==> src/rtl/fir_tap_sequencer_if.sv <==
// fir_tap_sequencer_if
//   Control bundle between the FIR tap sequencer, the sample source and the
//   MAC datapath (sample RAM, coefficient ROM, multiplier, accumulator and
//   output-hold register).
//   master : the sequencer. It takes filter_en, sample_in_valid and
//            overrun_clr, and drives the RAM/ROM addresses, the datapath
//            enables and clears, and the busy/result_valid/overrun status.
//   slave  : the environment (sample source plus datapath), the mirror view.
interface fir_tap_sequencer_if #(
  parameter int ADDR_W = 6
);
  logic              filter_en;
  logic              sample_in_valid;
  logic              overrun_clr;
  logic              sample_wr_en;
  logic [ADDR_W-1:0] sample_wr_addr;
  logic [ADDR_W-1:0] sample_rd_addr;
  logic [ADDR_W-1:0] coef_addr;
  logic              fir_en;
  logic              fir_mult_clr;
  logic              fir_accum_en;
  logic              fir_accum_clr;
  logic              busy;
  logic              result_valid;
  logic              overrun;

  modport master (
    input  filter_en, sample_in_valid, overrun_clr,
    output sample_wr_en, sample_wr_addr, sample_rd_addr, coef_addr,
           fir_en, fir_mult_clr, fir_accum_en, fir_accum_clr,
           busy, result_valid, overrun
  );

  modport slave (
    output filter_en, sample_in_valid, overrun_clr,
    input  sample_wr_en, sample_wr_addr, sample_rd_addr, coef_addr,
           fir_en, fir_mult_clr, fir_accum_en, fir_accum_clr,
           busy, result_valid, overrun
  );
endinterface

==> src/rtl/fir_tap_sequencer.sv <==
// fir_tap_sequencer
//   Control sequencer for one multiply-accumulate FIR tap. Each accepted
//   sample is written into the circular sample RAM at wr_ptr. The sequencer
//   then walks coefficient address i = 0..NUM_TAPS-1 against sample address
//   (base - i), lets the multiplier pipeline drain, and dumps the accumulator
//   into the output-hold register with a result_valid pulse one cycle later.
// Ports
//   clk    : system clock
//   reset  : asynchronous, active-high; run is discarded, wr_ptr returns to 0
//   bus    : fir_tap_sequencer_if.master
//            in : filter_en, sample_in_valid, overrun_clr
//            out: sample_wr_en/sample_wr_addr (combinational from IDLE & strobe),
//                 fir_mult_clr (combinational from state), every other output
//                 registered: sample_rd_addr, coef_addr, fir_en, fir_accum_en,
//                 fir_accum_clr, busy, result_valid, overrun
module fir_tap_sequencer #(
  parameter int NUM_TAPS = 64,
  parameter int ADDR_W   = 6,
  parameter int PIPE_LAT = 2
) (
  input  logic                 clk,
  input  logic                 reset,
  fir_tap_sequencer_if.master  bus
);

  typedef enum logic [2:0] {
    S_INIT,
    S_IDLE,
    S_MAC,
    S_DRAIN,
    S_DUMP
  } state_t;

  localparam logic [ADDR_W-1:0] LAST_TAP   = ADDR_W'(NUM_TAPS - 1);
  localparam logic [ADDR_W-1:0] LAST_DRAIN = ADDR_W'(PIPE_LAT - 1);

  state_t              state;
  logic [ADDR_W-1:0]   wr_ptr;
  logic [ADDR_W-1:0]   tap_cnt;
  logic [ADDR_W-1:0]   rd_addr_q;
  logic [ADDR_W-1:0]   coef_addr_q;
  logic                fir_en_q;
  logic                accum_clr_q;
  logic                busy_q;
  logic                result_valid_q;
  logic                overrun_q;
  logic [PIPE_LAT-1:0] mac_vld_p;

  logic accept;
  logic overrun_set;

  // filter_en only matters when a new run could start.
  assign accept      = (state == S_IDLE) && bus.sample_in_valid && bus.filter_en;
  assign overrun_set = (state != S_IDLE) && bus.sample_in_valid;

  always_ff @(posedge clk or posedge reset) begin
    if (reset) begin
      state          <= S_INIT;
      wr_ptr         <= '0;
      tap_cnt        <= '0;
      rd_addr_q      <= '0;
      coef_addr_q    <= '0;
      fir_en_q       <= 1'b0;
      accum_clr_q    <= 1'b1;
      busy_q         <= 1'b0;
      result_valid_q <= 1'b0;
      overrun_q      <= 1'b0;
      mac_vld_p      <= '0;
    end else begin
      result_valid_q <= 1'b0;
      accum_clr_q    <= 1'b0;

      // Stage p0..p(PIPE_LAT-1): MAC-state indicator delayed to line up
      // each accumulator enable with the product of its address cycle.
      mac_vld_p[0] <= (state == S_MAC);
      for (int s = 1; s < PIPE_LAT; s++) begin
        mac_vld_p[s] <= mac_vld_p[s-1];
      end

      // A new overrun in the same cycle as a clear keeps the flag set.
      if (overrun_set) begin
        overrun_q <= 1'b1;
      end else if (bus.overrun_clr) begin
        overrun_q <= 1'b0;
      end

      unique case (state)
        S_INIT: begin
          state <= S_IDLE;
        end

        S_IDLE: begin
          if (accept) begin
            state       <= S_MAC;
            tap_cnt     <= '0;
            coef_addr_q <= '0;
            rd_addr_q   <= wr_ptr;  // base = newest sample
            fir_en_q    <= 1'b1;
            busy_q      <= 1'b1;
          end
        end

        S_MAC: begin
          if (tap_cnt == LAST_TAP) begin
            // Addresses hold their last value through DRAIN.
            state   <= S_DRAIN;
            tap_cnt <= '0;
          end else begin
            tap_cnt     <= tap_cnt + 1'b1;
            coef_addr_q <= tap_cnt + 1'b1;
            rd_addr_q   <= rd_addr_q - 1'b1;  // natural wrap 0 -> NUM_TAPS-1
          end
        end

        S_DRAIN: begin
          if (tap_cnt == LAST_DRAIN) begin
            state       <= S_DUMP;
            fir_en_q    <= 1'b0;
            accum_clr_q <= 1'b1;  // hold register loads, accumulator clears
          end else begin
            tap_cnt <= tap_cnt + 1'b1;
          end
        end

        S_DUMP: begin
          state          <= S_IDLE;
          wr_ptr         <= wr_ptr + 1'b1;
          busy_q         <= 1'b0;
          result_valid_q <= 1'b1;  // hold register is valid from this edge
        end

        default: begin
          state <= S_INIT;
        end
      endcase
    end
  end

  assign bus.sample_wr_en   = accept;
  assign bus.sample_wr_addr = wr_ptr;
  assign bus.fir_mult_clr   = (state == S_INIT) || (state == S_IDLE);
  assign bus.sample_rd_addr = rd_addr_q;
  assign bus.coef_addr      = coef_addr_q;
  assign bus.fir_en         = fir_en_q;
  assign bus.fir_accum_en   = mac_vld_p[PIPE_LAT-1];
  assign bus.fir_accum_clr  = accum_clr_q;
  assign bus.busy           = busy_q;
  assign bus.result_valid   = result_valid_q;
  assign bus.overrun        = overrun_q;

endmodule

==> src/flat_wrapper.sv <==
// flat-port wrapper written by rule: the top's interface ports become plain ports
module fir_tap_sequencer_flat 
#(
  parameter int NUM_TAPS = 64,
  parameter int ADDR_W   = 6,
  parameter int PIPE_LAT = 2
)
  (clk, reset, bus_filter_en, bus_sample_in_valid, bus_overrun_clr, bus_sample_wr_en, bus_sample_wr_addr, bus_sample_rd_addr, bus_coef_addr, bus_fir_en, bus_fir_mult_clr, bus_fir_accum_en, bus_fir_accum_clr, bus_busy, bus_result_valid, bus_overrun);
  fir_tap_sequencer_if #(.ADDR_W(ADDR_W)) bus_i ();
  input  logic clk;
  input  logic reset;
  input wire logic [$bits(bus_i.filter_en)-1:0] bus_filter_en;
  input wire logic [$bits(bus_i.sample_in_valid)-1:0] bus_sample_in_valid;
  input wire logic [$bits(bus_i.overrun_clr)-1:0] bus_overrun_clr;
  output wire logic [$bits(bus_i.sample_wr_en)-1:0] bus_sample_wr_en;
  output wire logic [$bits(bus_i.sample_wr_addr)-1:0] bus_sample_wr_addr;
  output wire logic [$bits(bus_i.sample_rd_addr)-1:0] bus_sample_rd_addr;
  output wire logic [$bits(bus_i.coef_addr)-1:0] bus_coef_addr;
  output wire logic [$bits(bus_i.fir_en)-1:0] bus_fir_en;
  output wire logic [$bits(bus_i.fir_mult_clr)-1:0] bus_fir_mult_clr;
  output wire logic [$bits(bus_i.fir_accum_en)-1:0] bus_fir_accum_en;
  output wire logic [$bits(bus_i.fir_accum_clr)-1:0] bus_fir_accum_clr;
  output wire logic [$bits(bus_i.busy)-1:0] bus_busy;
  output wire logic [$bits(bus_i.result_valid)-1:0] bus_result_valid;
  output wire logic [$bits(bus_i.overrun)-1:0] bus_overrun;
  assign bus_i.filter_en = bus_filter_en;
  assign bus_i.sample_in_valid = bus_sample_in_valid;
  assign bus_i.overrun_clr = bus_overrun_clr;
  assign bus_sample_wr_en = bus_i.sample_wr_en;
  assign bus_sample_wr_addr = bus_i.sample_wr_addr;
  assign bus_sample_rd_addr = bus_i.sample_rd_addr;
  assign bus_coef_addr = bus_i.coef_addr;
  assign bus_fir_en = bus_i.fir_en;
  assign bus_fir_mult_clr = bus_i.fir_mult_clr;
  assign bus_fir_accum_en = bus_i.fir_accum_en;
  assign bus_fir_accum_clr = bus_i.fir_accum_clr;
  assign bus_busy = bus_i.busy;
  assign bus_result_valid = bus_i.result_valid;
  assign bus_overrun = bus_i.overrun;
  fir_tap_sequencer #(.NUM_TAPS(NUM_TAPS), .ADDR_W(ADDR_W), .PIPE_LAT(PIPE_LAT)) u_core (.clk(clk), .reset(reset), .bus(bus_i));
endmodule
==> config.mk <==
export PLATFORM = sky130hd
export DESIGN_NAME = fir_tap_sequencer_flat
export DESIGN_NICKNAME = d
export VERILOG_FILES = /design/src/rtl/fir_tap_sequencer_if.sv /design/src/rtl/fir_tap_sequencer.sv /design/src/flat_wrapper.sv
export SDC_FILE = /design/constraint.sdc
export NUM_CORES = 1
export LEC_CHECK = 0
export BUFFER_PORTS_ARGS = -buffer_cell sky130_fd_sc_hd__buf_2
export CORE_UTILIZATION = 45
export CTS_BUF_LIST = sky130_fd_sc_hd__clkbuf_8
export CTS_CLUSTER_DIAMETER = 120
export DETAILED_ROUTE_END_ITERATION = 12
export HOLD_SLACK_MARGIN = 0.12
export PLACE_DENSITY = 0.74
export SLEW_MARGIN = 10
export SYNTH_ARGS = -nofsm -noshare
export SYNTH_HDL_FRONTEND = slang
export SYNTH_SLANG_ARGS = --single-unit
==> constraint.sdc <==
create_clock -name clk -period 3.82 [get_ports clk]
set_input_delay 0.191 -clock clk [delete_from_list [all_inputs] [get_ports clk]]
set_output_delay 0.191 -clock clk [all_outputs]
set_load 0.02 [all_outputs]
-- Word level (Yosys, flattened, before mapping)
Index checks and enable logic that the tools add are counted.
- bits in registers: 34
- bits of input ports: 5
- output and inout port bits: 26
- add/subtract/negate cells: 3
- equal/unequal tests: 12
- multiplexer cells: 22
- reduce and logical (&&, ||, !) cells: 16
- operators by type and width (kind ; number):
    $mux 6 ; 6
    $pmux 6 s2 ; 2
    $pmux 6 s3 ; 1
    $add 6x1->6 const B ; 2
    $pmux 3 s4 ; 1
    $reduce_and 3->1 ; 4
    $mux 3 ; 3
    $ne 2x2->1 const B ; 4
    $reduce_bool 2->1 ; 4
    $mux 1 ; 7
    $eq 3x2->1 const B ; 2
    $eq 6x1->1 const B ; 1
    $eq 6x6->1 const B ; 1
    $sub 6x1->6 const B ; 1
    $pmux 1 s2 ; 2
    $eq 3x1->1 const B ; 1
    $eq 3x3->1 const B ; 1
    $logic_and 1x1->1 ; 3
    $logic_not 3->1 ; 1
    $ne 3x1->1 const B ; 1
    $reduce_bool 3->1 ; 1
    $ne 2x1->1 const B ; 1
    $reduce_and 2->1 ; 1
    $reduce_or 2->1 ; 1
    $logic_or 1x1->1 ; 1

-- Longest topological paths before layout
- word-level depth: 5
- gate-level depth with buffers: 8
- mapped depth without buffers: 7

-- Worst setup path after synthesis
OpenSTA, ideal clock, no wires.
- path kind: reg2reg
- start point: reg u_core.rd_addr_q[0], in the netlist u_core.bus.sample_rd_addr[0]
- end point: reg u_core.rd_addr_q[5], in the netlist u_core.bus.sample_rd_addr[5]
- arrival time: 1.592 ns
- setup slack: 2.104 ns
- cell stages (with the launch flop): 5
- clock period less this slack: 1.716 ns
- path through: dfrtp_1 > or4_4 > nor4b_2 > a21oi_1 > a211o_1
- cells in the longest elaborated chain, start to end: 3
- ends and longest elaborated chain (item ; line ; RTL):
    start, declared ; fir_tap_sequencer.sv:40 ; logic [ADDR_W-1:0] rd_addr_q;
    start signal, assigned ; fir_tap_sequencer.sv:97 ; rd_addr_q <= wr_ptr;
    start signal, assigned ; fir_tap_sequencer.sv:111 ; rd_addr_q <= rd_addr_q - 1'b1;
    $sub 6x1->6 ; fir_tap_sequencer.sv:111 ;
    $mux 6 ; fir_tap_sequencer.sv:104 ; if (tap_cnt == LAST_TAP) begin
    $pmux 6 s2 ; fir_tap_sequencer.sv:87 ; unique case (state)
Every way passes these cells. The select of a mux whose other input is x is not followed.
A chain may end at the register's enable or synchronous reset.

-- Worst setup path after layout
- start point: reg u_core.state[0]
- end point: out bus_sample_wr_en
- cells in the longest elaborated chain, start to end: 3
- ends and longest elaborated chain (item ; line ; RTL):
    start, declared ; fir_tap_sequencer.sv:37 ; state_t state;
    start signal, assigned ; fir_tap_sequencer.sv:58 ; state <= S_INIT;
    start signal, assigned ; fir_tap_sequencer.sv:89 ; state <= S_IDLE;
    start signal, assigned ; fir_tap_sequencer.sv:94 ; state <= S_MAC;
    $eq 3x1->1 ; fir_tap_sequencer.sv:53 ; assign accept = (state == S_IDLE) && bus.sample_in_valid && bus.filter_en;
    $logic_and 1x1->1 (2 in series) ; fir_tap_sequencer.sv:53 ;
    end, declared ; flat_wrapper.sv:15 ; output wire logic [$bits(bus_i.sample_wr_en)-1:0] bus_sample_wr_en;
Every way passes these cells.

==> key figures <==
Global route
  • GRT Residual Overflow: 0
  • Number of global-route vias before repair: 1,160
  • Initial antenna violation count: 0
  • Global-route wire length before repair: 5299 um
  • Largest net degree at the start of global routing: 35
  • GRT Overall Usage: 0.1990

Route
  • # DRC: 0
  • Vias/cell: 5.381
  • Vias: 1,243
  • Wirelength, routed: 3321 um
  • Pre-antenna DRT Iters: 4
  • Detail Route Antenna Nets: 0
  • Drt initial violations: 17
  • Wire length per cell: 14.38 um

Finish
  • Layout cell share with drive strength beyond 1: 0.2486
  • Filler Cells Inserted: 318
  • Nets: 193
  • Core Util, Final: 0.5640
  • Layout area overhead: 18.25%
  • ANT cells: 0
  • Fin area: 1897 um2

STA
  • Hold_ws: 0.1610 ns
  • Min cycle time layout: 2.075 ns
  • Period utilization: 0.5431
  • Setup Skew: 0.003281 ns
  • Fmax: 482.0 MHz
  • Worst slew pin tran: 0.5602 ns
  • Final Max Slew Viols: 0
  • Final setup violating endpoints: 0
  • TNS Setup: 0 ns
  • Rel. slew slack: 0.6265
  • Final Hold Viols: 0
  • RSZ-0062 raised after global routing: no

Logic synthesis
  • Simple-gate portion of the synthesized area: 0.1661
  • Cells after Synth: 151
  • Sequential fraction of the synthesis area: 0.5312
  • Syn nets: 160
  • Number of flops mapped to enable cells by yosys: 0
  • Largest family of logic cells by synthesized area: simple AND/OR/NAND/NOR gates
  • Netlist cell types: 40
  • Synth Area in XOR/XNOR: 0.04914
  • Share of the synthesized area in the top cell type: 0.5148
  • Synth area leaders: dfrtp_1 51%, o21ai_0 4.1%, nand3_1 3.7%
  • Dominant cell type by area after synthesis: dfrtp_1
  • Top FF cell, synth: dfrtp_1
  • Yosys reg bits: 34
  • Synth Area in Adders: 0.03120
  • Mapped Area: 1604 um2
  • Async set-reset flop share out of synthesis: 1.000
  • Ys Warns: 0
  • Post-synthesis compound-gate area fraction: 0.1498
  • Syn Area/Cell: 10.62 um2
  • Mux cell area share after synthesis: 0.02574

Worst hold path
  • Worst min path class: in2reg

Worst setup path
  • CP startpoint kind: flip-flop
  • Critical path type: reg2out
  • Max stage delay on crit path: 0.57 ns
  • Critical path's top delay family: simple AND/OR/NAND/NOR gates
  • Slowest CP cell: dfrtp_1
  • Crit Path Max Fanout: 14
  • Worst EP required: 3.63 ns
  • Crit path DAT: 1.88 ns
  • CP Capture Type: output port
  • Critical path cell sequence: nand4b_1 > or2_1 > inv_2 > buf_2
  • WP buf/inv: 2

Clock network
  • CTS Buffer Depth: 2
  • Clock Latency Late Sink: 0.28 ns
  • CTS tree: done
  • TritonCTS Buffers: 5
  • TritonCTS Sinks: 34
  • # resized after CTS: 0
  • CTS Root Cell: clkbuf_8
  • Clock slew at reported path FFs: 0.06 ns
  • Setup bufs post-CTS: 0
  • Clock H-tree levels: 2

Power and ir drop
  • Pleak: 0.9268 nW
  • Tot Pwr: 1.493 mW
  • VDD IR max: 0.3619 mV
  • Pwr dens: 787.1 nW/um2

Die
  • Initial Utilization: 0.4769
  • DIE AREA: 3808 um2
  • Boundary pin count: 31
  • Row count: 21
  • Horiz. Die Dim: 61.71 um
  • Core Area: 3363 um2
  • Chip height: 61.71 um

Place
  • Cell Area, Placed: 1785 um2
  • Count of input and output buffers: 30
  • Dpl hpwl: 2359 um
  • Routability cong.: 0.8031

Run
  • Max-Cap Viols: 0

Outcome
  • Status: finished clean
-- stage by stage --
step / cells / setup WS [ns]
floorplan: 151 / 2.104
global placement: 221 / 1.953
detailed placement: 221 / 1.894
CTS: 231 / 1.735
global route: 231 / 1.592
finish: 231 / 1.745
-- cell type report --
| class | instances | area [um2] | share of cell area |
|---|---|---|---|
| inverter | 11 | 41.29 | 0.02177 |
| clock inverter | 2 | 8.758 | 0.004617 |
| timing repair buffer | 33 | 177.7 | 0.09367 |
| multi-input combinational | 99 | 676.9 | 0.3569 |
| clock buffer | 6 | 82.58 | 0.04354 |
| sequential | 34 | 852.1 | 0.4492 |
| tap | 46 | 57.56 | 0.03034 |
-- flip-flops by register name, summed over array words and instances (netlist names) --
name                       count
u_core.tap_cnt                 6
u_core.bus.coef_addr           6
u_core.bus.sample_wr_addr      6
u_core.bus.result_valid        1
u_core.bus.fir_accum_clr       1
u_core.bus.overrun             1
u_core.bus.fir_en              1
u_core.bus.sample_rd_addr      6
u_core.state                   3
u_core.bus.busy                1
u_core.mac_vld_p               2
-- final timing paths --
path / from / to / slack [ns] / cells past startpoint
setup / recovery: u_core.state[0] / bus_sample_wr_en / 1.75 / 4
hold / removal: bus_sample_in_valid / u_core.bus.overrun / 0.16 / 3
min in group asynchronous: reset / u_core.state[1] / 0.54 / 4
setup reg to reg: u_core.tap_cnt[0] / u_core.bus.sample_rd_addr[5] / 1.89 / 5
hold reg to reg: u_core.mac_vld_p[0] / u_core.mac_vld_p[1] / 0.35 / 0
max in group asynchronous: reset / u_core.bus.fir_accum_clr / 2.95 / 4
-- power breakdown --
| part | switching, mW | internal (mW) | leakage, nW |
|---|---|---|---|
| logic | 0.370 | 0.233 | 0.442 |
| clock network | 0.124 | 0.142 | 0.0524 |
| registers | 0.140 | 0.484 | 0.432 |
-- cells in the mapped netlist (2+ instances only) --
master	n
nand3_1	12
ha_1	4
xnor2_1	5
o2bb2ai_1	2
mux2i_1	3
a21oi_1	4
o21ai_0	13
inv_1	10
o311ai_0	2
buf_2	5
o211ai_1	3
nand2b_1	2
a22o_1	2
xor2_1	4
nor2b_1	3
o22ai_1	5
nand4_1	2
dfrtp_1	33
nand2_1	7
and3_1	2
nor2_1	9
-- timing repair --
| action | in CTS | in global routing |
|---|---|---|
| hold buffers | 2 | 0 |
| hold endpoints to repair | 34 | 0 |
| endpoints found under the setup margin | 0 | 0 |
-- placed cells by master (no fill, tap or decap), drive strengths merged, types with 2 or more instances in the layout --
| cell type | instances |
|---|---|
| o22ai | 5 |
| nor2 | 9 |
| nand4 | 2 |
| nor2b | 3 |
| nand2 | 7 |
| inv | 12 |
| clkbuf | 6 |
| and3 | 2 |
| o311ai | 2 |
| a22o | 2 |
| a21oi | 4 |
| mux2i | 3 |
| o21ai | 14 |
| o211ai | 3 |
| nand2b | 2 |
| nand3 | 12 |
| nor3b | 2 |
| xnor2 | 5 |
| buf | 31 |
| xor2 | 4 |
| dfrtp | 33 |
| ha | 4 |
| o2bb2ai | 2 |
| dlygate4sd3 | 2 |
-- routing by layer --
metal,global-route usage,share of wire,up-vias
li1,-,-,606
met1,0.2574,0.47,598
met2,0.3057,0.47,28
met3,0.04555,0.035,11
met4,0.1206,0.030,0
met5,0,0,-
-- logic make-up after synthesis --
group | after synthesis
AO/OA/AOI/OAI | 37
adder cells (fa/ha/maj) | 4
XOR/XNOR | 9
AND/OR/NAND/NOR | 45
buffers and inverters | 18
flip-flops | 34
multiplexers | 4
-- worst register-to-register path, stage by stage (launching register included) --
cell,delay [ns]
dfrtp_1,0.46
ha_1,0.28
nand3_1,0.17
o21ai_2,0.51
o41ai_1,0.16
a211o_1,0.24
Power figures use the tool's default switching activity.
